==> config.mk <==
export PLATFORM = sky130hd
export DESIGN_NAME = pointwise_mul_feeder
export DESIGN_NICKNAME = d
export VERILOG_FILES = /design/src/rtl/mont_pkg.sv /design/src/rtl/coef_mul_pipe.sv /design/src/rtl/pointwise_mul_feeder.sv
export SDC_FILE = /design/constraint.sdc
export NUM_CORES = 1
export LEC_CHECK = 0
export CORE_AREA = 2 2 148 150
export DETAILED_ROUTE_END_ITERATION = 8
export DIE_AREA = 0 0 150 152
export GPL_ROUTABILITY_DRIVEN = 0
export MAX_ROUTING_LAYER = met4
export PLACE_DENSITY = 0.66
export RECOVER_POWER = 50
export SKIP_CTS_REPAIR_TIMING = 1
export SLEW_MARGIN = 10
export SYNTH_ARGS = -nofsm -noshare
export SYNTH_HDL_FRONTEND = slang
export SYNTH_SLANG_ARGS = --single-unit
export TNS_END_PERCENT = 20
==> constraint.sdc <==
create_clock -name clk -period 4.7 [get_ports clk]
set_input_delay 0.94 -clock clk [delete_from_list [all_inputs] [get_ports clk]]
set_output_delay 0.94 -clock clk [all_outputs]
set_load 0.01 [all_outputs]
==> src/rtl/mont_pkg.sv <==
// Shared constants and FSM encoding for the pointwise-multiply path
// (pointwise_mul_feeder and montgomery_reduce).
package mont_pkg;

  localparam int unsigned Q      = 7681;
  localparam int unsigned COEF_W = 13;
  localparam int unsigned PROD_W = 2 * COEF_W;
  localparam int unsigned N      = 256;
  localparam int unsigned ADDR_W = $clog2(N);

  // Modulus at coefficient width, for range comparisons without widening.
  localparam logic [COEF_W-1:0] QCoef = COEF_W'(Q);

  typedef enum logic [1:0] {
    IDLE  = 2'd0,
    ISSUE = 2'd1,
    DRAIN = 2'd2,
    FIN   = 2'd3
  } state_e;

  // True when a coefficient is a valid residue mod Q.
  function automatic logic coef_in_range(input logic [COEF_W-1:0] c);
    return c < QCoef;
  endfunction

endpackage

==> src/rtl/coef_mul_pipe.sv <==
// Registered coefficient multiplier with valid/index sideband.
// Stage 1 captures the operands; the product lands in the output stage.
// With POINTWISE_MUL_PIPE2_EN defined, an extra register sits between the
// multiplier and the output stage (latency +1, throughput unchanged).
module coef_mul_pipe
  import mont_pkg::*;
(
  input  logic              clk,
  input  logic              rst_n,
  input  logic              in_valid,
  input  logic [ADDR_W-1:0] in_idx,
  input  logic [COEF_W-1:0] in_a,
  input  logic [COEF_W-1:0] in_b,
  output logic              out_valid,
  output logic [ADDR_W-1:0] out_idx,
  output logic [PROD_W-1:0] out_prod,
  output logic              pipe_busy
);

  logic              s1_vld_q, s1_vld_d;
  logic [ADDR_W-1:0] s1_idx_q, s1_idx_d;
  logic [COEF_W-1:0] s1_a_q, s1_a_d;
  logic [COEF_W-1:0] s1_b_q, s1_b_d;

  logic              o_vld_q, o_vld_d;
  logic [ADDR_W-1:0] o_idx_q, o_idx_d;
  logic [PROD_W-1:0] o_prod_q, o_prod_d;

  logic [PROD_W-1:0] mul_c;
  // Source feeding the output stage (multiplier or its retiming register).
  logic              src_vld;
  logic [ADDR_W-1:0] src_idx;
  logic [PROD_W-1:0] src_prod;

  // Full-width unsigned product; (Q-1)^2 fits in PROD_W bits.
  assign mul_c = PROD_W'(s1_a_q) * PROD_W'(s1_b_q);

  // Stage 1 next state: operands only load on a valid beat.
  always_comb begin
    s1_vld_d = in_valid;
    s1_idx_d = s1_idx_q;
    s1_a_d   = s1_a_q;
    s1_b_d   = s1_b_q;
    if (in_valid) begin
      s1_idx_d = in_idx;
      s1_a_d   = in_a;
      s1_b_d   = in_b;
    end
  end

  // Stage 1 registers.
  always_ff @(posedge clk or negedge rst_n) begin
    if (!rst_n) begin
      s1_vld_q <= 1'b0;
      s1_idx_q <= '0;
      s1_a_q   <= '0;
      s1_b_q   <= '0;
    end else begin
      s1_vld_q <= s1_vld_d;
      s1_idx_q <= s1_idx_d;
      s1_a_q   <= s1_a_d;
      s1_b_q   <= s1_b_d;
    end
  end

`ifdef POINTWISE_MUL_PIPE2_EN
  logic              s2_vld_q, s2_vld_d;
  logic [ADDR_W-1:0] s2_idx_q, s2_idx_d;
  logic [PROD_W-1:0] s2_prod_q, s2_prod_d;

  // Retiming stage next state after the multiplier.
  always_comb begin
    s2_vld_d  = s1_vld_q;
    s2_idx_d  = s2_idx_q;
    s2_prod_d = s2_prod_q;
    if (s1_vld_q) begin
      s2_idx_d  = s1_idx_q;
      s2_prod_d = mul_c;
    end
  end

  // Retiming stage registers.
  always_ff @(posedge clk or negedge rst_n) begin
    if (!rst_n) begin
      s2_vld_q  <= 1'b0;
      s2_idx_q  <= '0;
      s2_prod_q <= '0;
    end else begin
      s2_vld_q  <= s2_vld_d;
      s2_idx_q  <= s2_idx_d;
      s2_prod_q <= s2_prod_d;
    end
  end

  // Output stage fed from the retiming register.
  always_comb begin
    src_vld   = s2_vld_q;
    src_idx   = s2_idx_q;
    src_prod  = s2_prod_q;
    pipe_busy = s1_vld_q | s2_vld_q;
  end
`else
  // Output stage fed straight from the multiplier.
  always_comb begin
    src_vld   = s1_vld_q;
    src_idx   = s1_idx_q;
    src_prod  = mul_c;
    pipe_busy = s1_vld_q;
  end
`endif

  // Output stage next state: data holds its last value on idle cycles.
  always_comb begin
    o_vld_d  = src_vld;
    o_idx_d  = o_idx_q;
    o_prod_d = o_prod_q;
    if (src_vld) begin
      o_idx_d  = src_idx;
      o_prod_d = src_prod;
    end
  end

  // Output stage registers.
  always_ff @(posedge clk or negedge rst_n) begin
    if (!rst_n) begin
      o_vld_q  <= 1'b0;
      o_idx_q  <= '0;
      o_prod_q <= '0;
    end else begin
      o_vld_q  <= o_vld_d;
      o_idx_q  <= o_idx_d;
      o_prod_q <= o_prod_d;
    end
  end

  assign out_valid = o_vld_q;
  assign out_idx   = o_idx_q;
  assign out_prod  = o_prod_q;

endmodule

==> src/rtl/pointwise_mul_feeder.sv <==
// Streams N coefficient pairs from RAMs A/B through coef_mul_pipe and emits
// one product strobe per index, in order, for montgomery_reduce.
// Optional macro POINTWISE_MUL_PIPE2_EN adds a multiplier retiming stage
// (rd_en to prod_valid latency 4 instead of 3).
module pointwise_mul_feeder
  import mont_pkg::*;
(
  input  logic              clk,
  input  logic              rst_n,
  input  logic              start,
  input  logic              hold,
  output logic              rd_en,
  output logic [ADDR_W-1:0] rd_addr,
  input  logic [COEF_W-1:0] rd_data_a,
  input  logic [COEF_W-1:0] rd_data_b,
  output logic [PROD_W-1:0] prod,
  output logic              prod_valid,
  output logic [ADDR_W-1:0] prod_idx,
  output logic              busy,
  output logic              done,
  output logic              err
);

  localparam logic [ADDR_W-1:0] LastAddr = ADDR_W'(N - 1);

  state_e            state_q, state_d;
  logic [ADDR_W-1:0] cnt_q, cnt_d;
  logic              err_q, err_d;
  // Marks the cycle in which RAM data for an issued read is present.
  logic              rd_vld_q, rd_vld_d;
  logic [ADDR_W-1:0] rd_idx_q, rd_idx_d;

  logic              issue_c;
  logic              pipe_busy;
  logic              start_ok;

  assign start_ok = (state_q == IDLE) && start;

  // FSM and address counter next state.
  always_comb begin
    state_d = state_q;
    cnt_d   = cnt_q;
    issue_c = 1'b0;
    unique case (state_q)
      IDLE: begin
        if (start) begin
          state_d = ISSUE;
          cnt_d   = '0;
        end
      end
      ISSUE: begin
        if (!hold) begin
          issue_c = 1'b1;
          if (cnt_q == LastAddr) begin
            state_d = DRAIN;
            cnt_d   = '0;
          end else begin
            cnt_d = cnt_q + ADDR_W'(1);
          end
        end
      end
      // The output stage is excluded so done lands right after the last product.
      DRAIN: begin
        if (!rd_vld_q && !pipe_busy) begin
          state_d = FIN;
        end
      end
      FIN: begin
        state_d = IDLE;
      end
      default: begin
        state_d = IDLE;
      end
    endcase
  end

  // Read-return tracking and sticky range-error flag next state.
  always_comb begin
    rd_vld_d = issue_c;
    rd_idx_d = issue_c ? cnt_q : rd_idx_q;
    err_d    = err_q;
    if (start_ok) begin
      err_d = 1'b0;
    end else if (rd_vld_q &&
                 (!coef_in_range(rd_data_a) || !coef_in_range(rd_data_b))) begin
      err_d = 1'b1;
    end
  end

  // Control state registers.
  always_ff @(posedge clk or negedge rst_n) begin
    if (!rst_n) begin
      state_q  <= IDLE;
      cnt_q    <= '0;
      err_q    <= 1'b0;
      rd_vld_q <= 1'b0;
      rd_idx_q <= '0;
    end else begin
      state_q  <= state_d;
      cnt_q    <= cnt_d;
      err_q    <= err_d;
      rd_vld_q <= rd_vld_d;
      rd_idx_q <= rd_idx_d;
    end
  end

  coef_mul_pipe u_mul (
    .clk       (clk),
    .rst_n     (rst_n),
    .in_valid  (rd_vld_q),
    .in_idx    (rd_idx_q),
    .in_a      (rd_data_a),
    .in_b      (rd_data_b),
    .out_valid (prod_valid),
    .out_idx   (prod_idx),
    .out_prod  (prod),
    .pipe_busy (pipe_busy)
  );

  assign rd_en   = issue_c;
  assign rd_addr = cnt_q;
  assign busy    = (state_q == ISSUE) || (state_q == DRAIN);
  assign done    = (state_q == FIN);
  assign err     = err_q;

endmodule

==> impl_metrics.ini <==
[place]
place_area_sq_mm = 0.0112
dp.final_hpwl_mm = 18.2
io_buffers = 76

[synth]
yosys.area.top_type = fa_1
synth_top_family_by_area = adder cells
async_reset_ff_frac = 1.00
synth_edf_count = 0
synth_seq_cells = 90
synthesis.nets = 1196
seq_area_frac_synth = 0.239
synth_xor_xnor_area_share = 0.0148
synth-adder-area-share = 0.359
synth_area_sq_mm = 0.00944
synth_area_leaders = fa_1 26%, dfrtp_1 24%, ha_1 10%
synth.top_cell.area_share = 0.257
yosys_warnings = 0
synth.avg_cell_area_sq_um = 9.75
synthMuxAreaShare = 0.0783
ys.flop_type = dfrtp_1
synth_cell_type_count = 56
synth-simple-area-share = 0.153
synth_compound_area_frac = 0.0674
synthCells = 968

[cts]
h-tree-depth = 3
cts-root-buf = clkbuf_16
clkTransAtPathRegs_ns = 0.08
tritoncts = done
cts_made_buffers = 9
clock_latency_ns = 0.36
clock-sinks = 90
cts_buffer_depth = 2

[sta]
final.min_clock_period_ns = 5.02
hold_slack_ns = 0.487
rsz0062_at_grt = true
max_slew_margin = -1.31
worst_pin_slew_ns = 3.47
final-setup-viol-count = 16
setup_ws_ns = -0.318
skew_ns = 0.0160
slew_viol_final = 100
fin_crit_sh = 1.07
hold_viol = 0
timing.fmax_mhz = 199

[layout]
nets = 1363
fill_cells = 1899
layout-drive-gt1-share = 0.255
design_area_sq_mm = 0.0120
antenna_cells = 0
area_growth_pct = 26.6
finalCoreUtilization = 0.560

[floorplanning]
die_h_microns = 152
rows = 54
die_area_sq_mm = 0.0228
die_x_microns = 150
pin_count = 77
coreArea_sq_mm = 0.0214
start_util = 0.442

[routing]
drtIter0Drc = 379
vias = 7247
dr.pass1.iters = 5
wl_mm = 23.9
drc = 0
antenna_left = 0
via_per_inst = 5.10
wl_per_cell_microns = 16.8

[hold_path]
holdPathStages = 2
hp-class = register to register
worstHoldEndpoint = rd_idx_q[0]
worstHoldStart = rd_idx_q[0]

[grt]
grt_max_degree = 61
grt_pass1_vias = 7592
antenna_found_initial = 0
grt_usage = 0.225
grt_pass1_wl_mm = 39.5
overflow = 0

[worst_setup_path]
crit_arrival_ns = 5.27
ff2ff_path_depth = 19
worst-setup-path-type = register to register
timing.reg2reg.setup_slack_ns = -0.32
crit_required_ns = 4.95
rr_endpoint = u_mul.out_prod[14]
crit_path_end_kind = register
rr_startpoint = u_mul.s1_a_q[6]
crit_fanout = 5
critPathLaunchType = register

[outcome]
violations = max-capacitance violations, max-slew violations, negative setup slack
status = finished with violations

[flow_run]
max-cap-violations = 2
layout make-up:
| type | instances | area [sq um] | share of cell area |
|---|---|---|---|
| clock buffers | 10 | 239 | 0.0200 |
| clock inverters | 6 | 71.3 | 0.00597 |
| inverters | 178 | 668 | 0.0559 |
| multi-input cells | 656 | 6640 | 0.556 |
| flip-flops and latches | 90 | 2270 | 0.190 |
| well taps | 280 | 350 | 0.0293 |
| repair buffers | 200 | 1710 | 0.143 |
cells in the final DEF, fill, tap and decap left out, types with 4 or more instances in the layout:
cell	synthesis	routed
a21o_1	7	7
a21oi_1	23	19
a21oi_2	2	4
a31oi_1	4	4
and2_1	90	79
and2_4	0	11
and3_1	8	7
buf_4	0	112
buf_6	1	6
clkbuf_16	0	9
clkdlybuf4s50_1	0	75
dfrtp_1	90	74
dfrtp_2	0	16
fa_1	121	114
fa_2	0	7
ha_1	77	66
ha_4	0	11
inv_1	178	169
inv_2	0	9
mux2_2	63	62
nand2_1	113	108
nand2b_1	4	4
nand3_1	12	12
nand4_1	10	10
nor2_1	28	27
nor3_1	7	6
o21ai_0	16	11
xnor2_1	8	8
xor2_1	8	8
routing by layer:
metal / vias up / global-route usage / routed length (microns) / share of wire
li1: 3385 / - / - / -
met1: 3645 / 0.317 / 10900 / 0.46
met2: 188 / 0.337 / 11300 / 0.47
met3: 29 / 0.0432 / 1270 / 0.053
met4: 0 / 0.0535 / 422 / 0.018
met5: - / - / 0 / 0
cells in the mapped netlist (7+ instances only):
library cell  count
nand2_1         113
clkbuf_1         37
a21o_1            7
and2_1           90
dfrtp_1          90
o21ai_0          16
a21oi_1          23
mux2_2           63
nand3_1          12
and3_1            8
nor2_1           28
ha_1             77
fa_1            121
nor3_1            7
xor2_1            8
nand4_1          10
inv_1           178
xnor2_1           8
worst max-delay path by stage:
stage	start	to	slack, ns	depth (start not counted)
3_3_place_gp	u_mul.s1_b_q[12]	u_mul.out_prod[24]	-0.45	17
3_5_place_dp	u_mul.s1_a_q[8]	u_mul.out_prod[23]	-0.42	16
2_1_floorplan	u_mul.s1_a_q[5]	u_mul.out_prod[22]	-0.16	18
4_1_cts	u_mul.s1_a_q[6]	u_mul.out_prod[21]	-0.46	17
6_report	u_mul.s1_a_q[6]	u_mul.out_prod[14]	-0.32	19
5_1_grt	u_mul.s1_b_q[12]	u_mul.out_prod[20]	-0.47	18
critical path, stage by stage (launching register included):
cell     delay [ns]
dfrtp_2        0.43
buf_6          0.13
and2_4         0.13
fa_1           0.55
inv_1          0.05
fa_1           0.49
inv_2          0.04
fa_1           0.47
inv_1          0.05
fa_1           0.46
fa_1           0.52
inv_2          0.05
ha_4           0.22
a21o_1         0.20
a311o_2        0.39
nor3b_4        0.18
buf_4          0.15
nor2_4         0.07
xnor2_1        0.07
mux2_2         0.26
state kept, by name, indices dropped and copies added (netlist names):
register and flops:
rd_idx_q 8, rd_addr 8, u_mul.out_valid 1, err 1
rd_vld_q 1, state_q 2, u_mul.pipe_busy 1, u_mul.s1_b_q 13
u_mul.out_idx 8, u_mul.s1_a_q 13, u_mul.s1_idx_q 8, u_mul.out_prod 26
stage by stage:
| step | instances | setup WS [ns] | setup TNS, ns |
|---|---|---|---|
| after floorplan | 968 | -0.158 | -0.587 |
| after global placement | 1376 | -0.446 | -4.81 |
| after detailed placement | 1376 | -0.420 | -5.12 |
| after CTS | 1392 | -0.464 | -6.17 |
| after global routing | 1420 | -0.466 | -6.23 |
| final | 1420 | -0.318 | -3.42 |
logic make-up (layout without fill, tap and decap cells):
family,count (synthesis),after routing
flops,90,90
mux,66,66
xor+xnor,16,16
compound gates,89,89
fa+ha+maj,198,198
buf+inv,222,394
simple gates,287,287
Power is not shown: default switching activity piles up to over one toggle a cycle in this logic, so the estimate is an artifact.
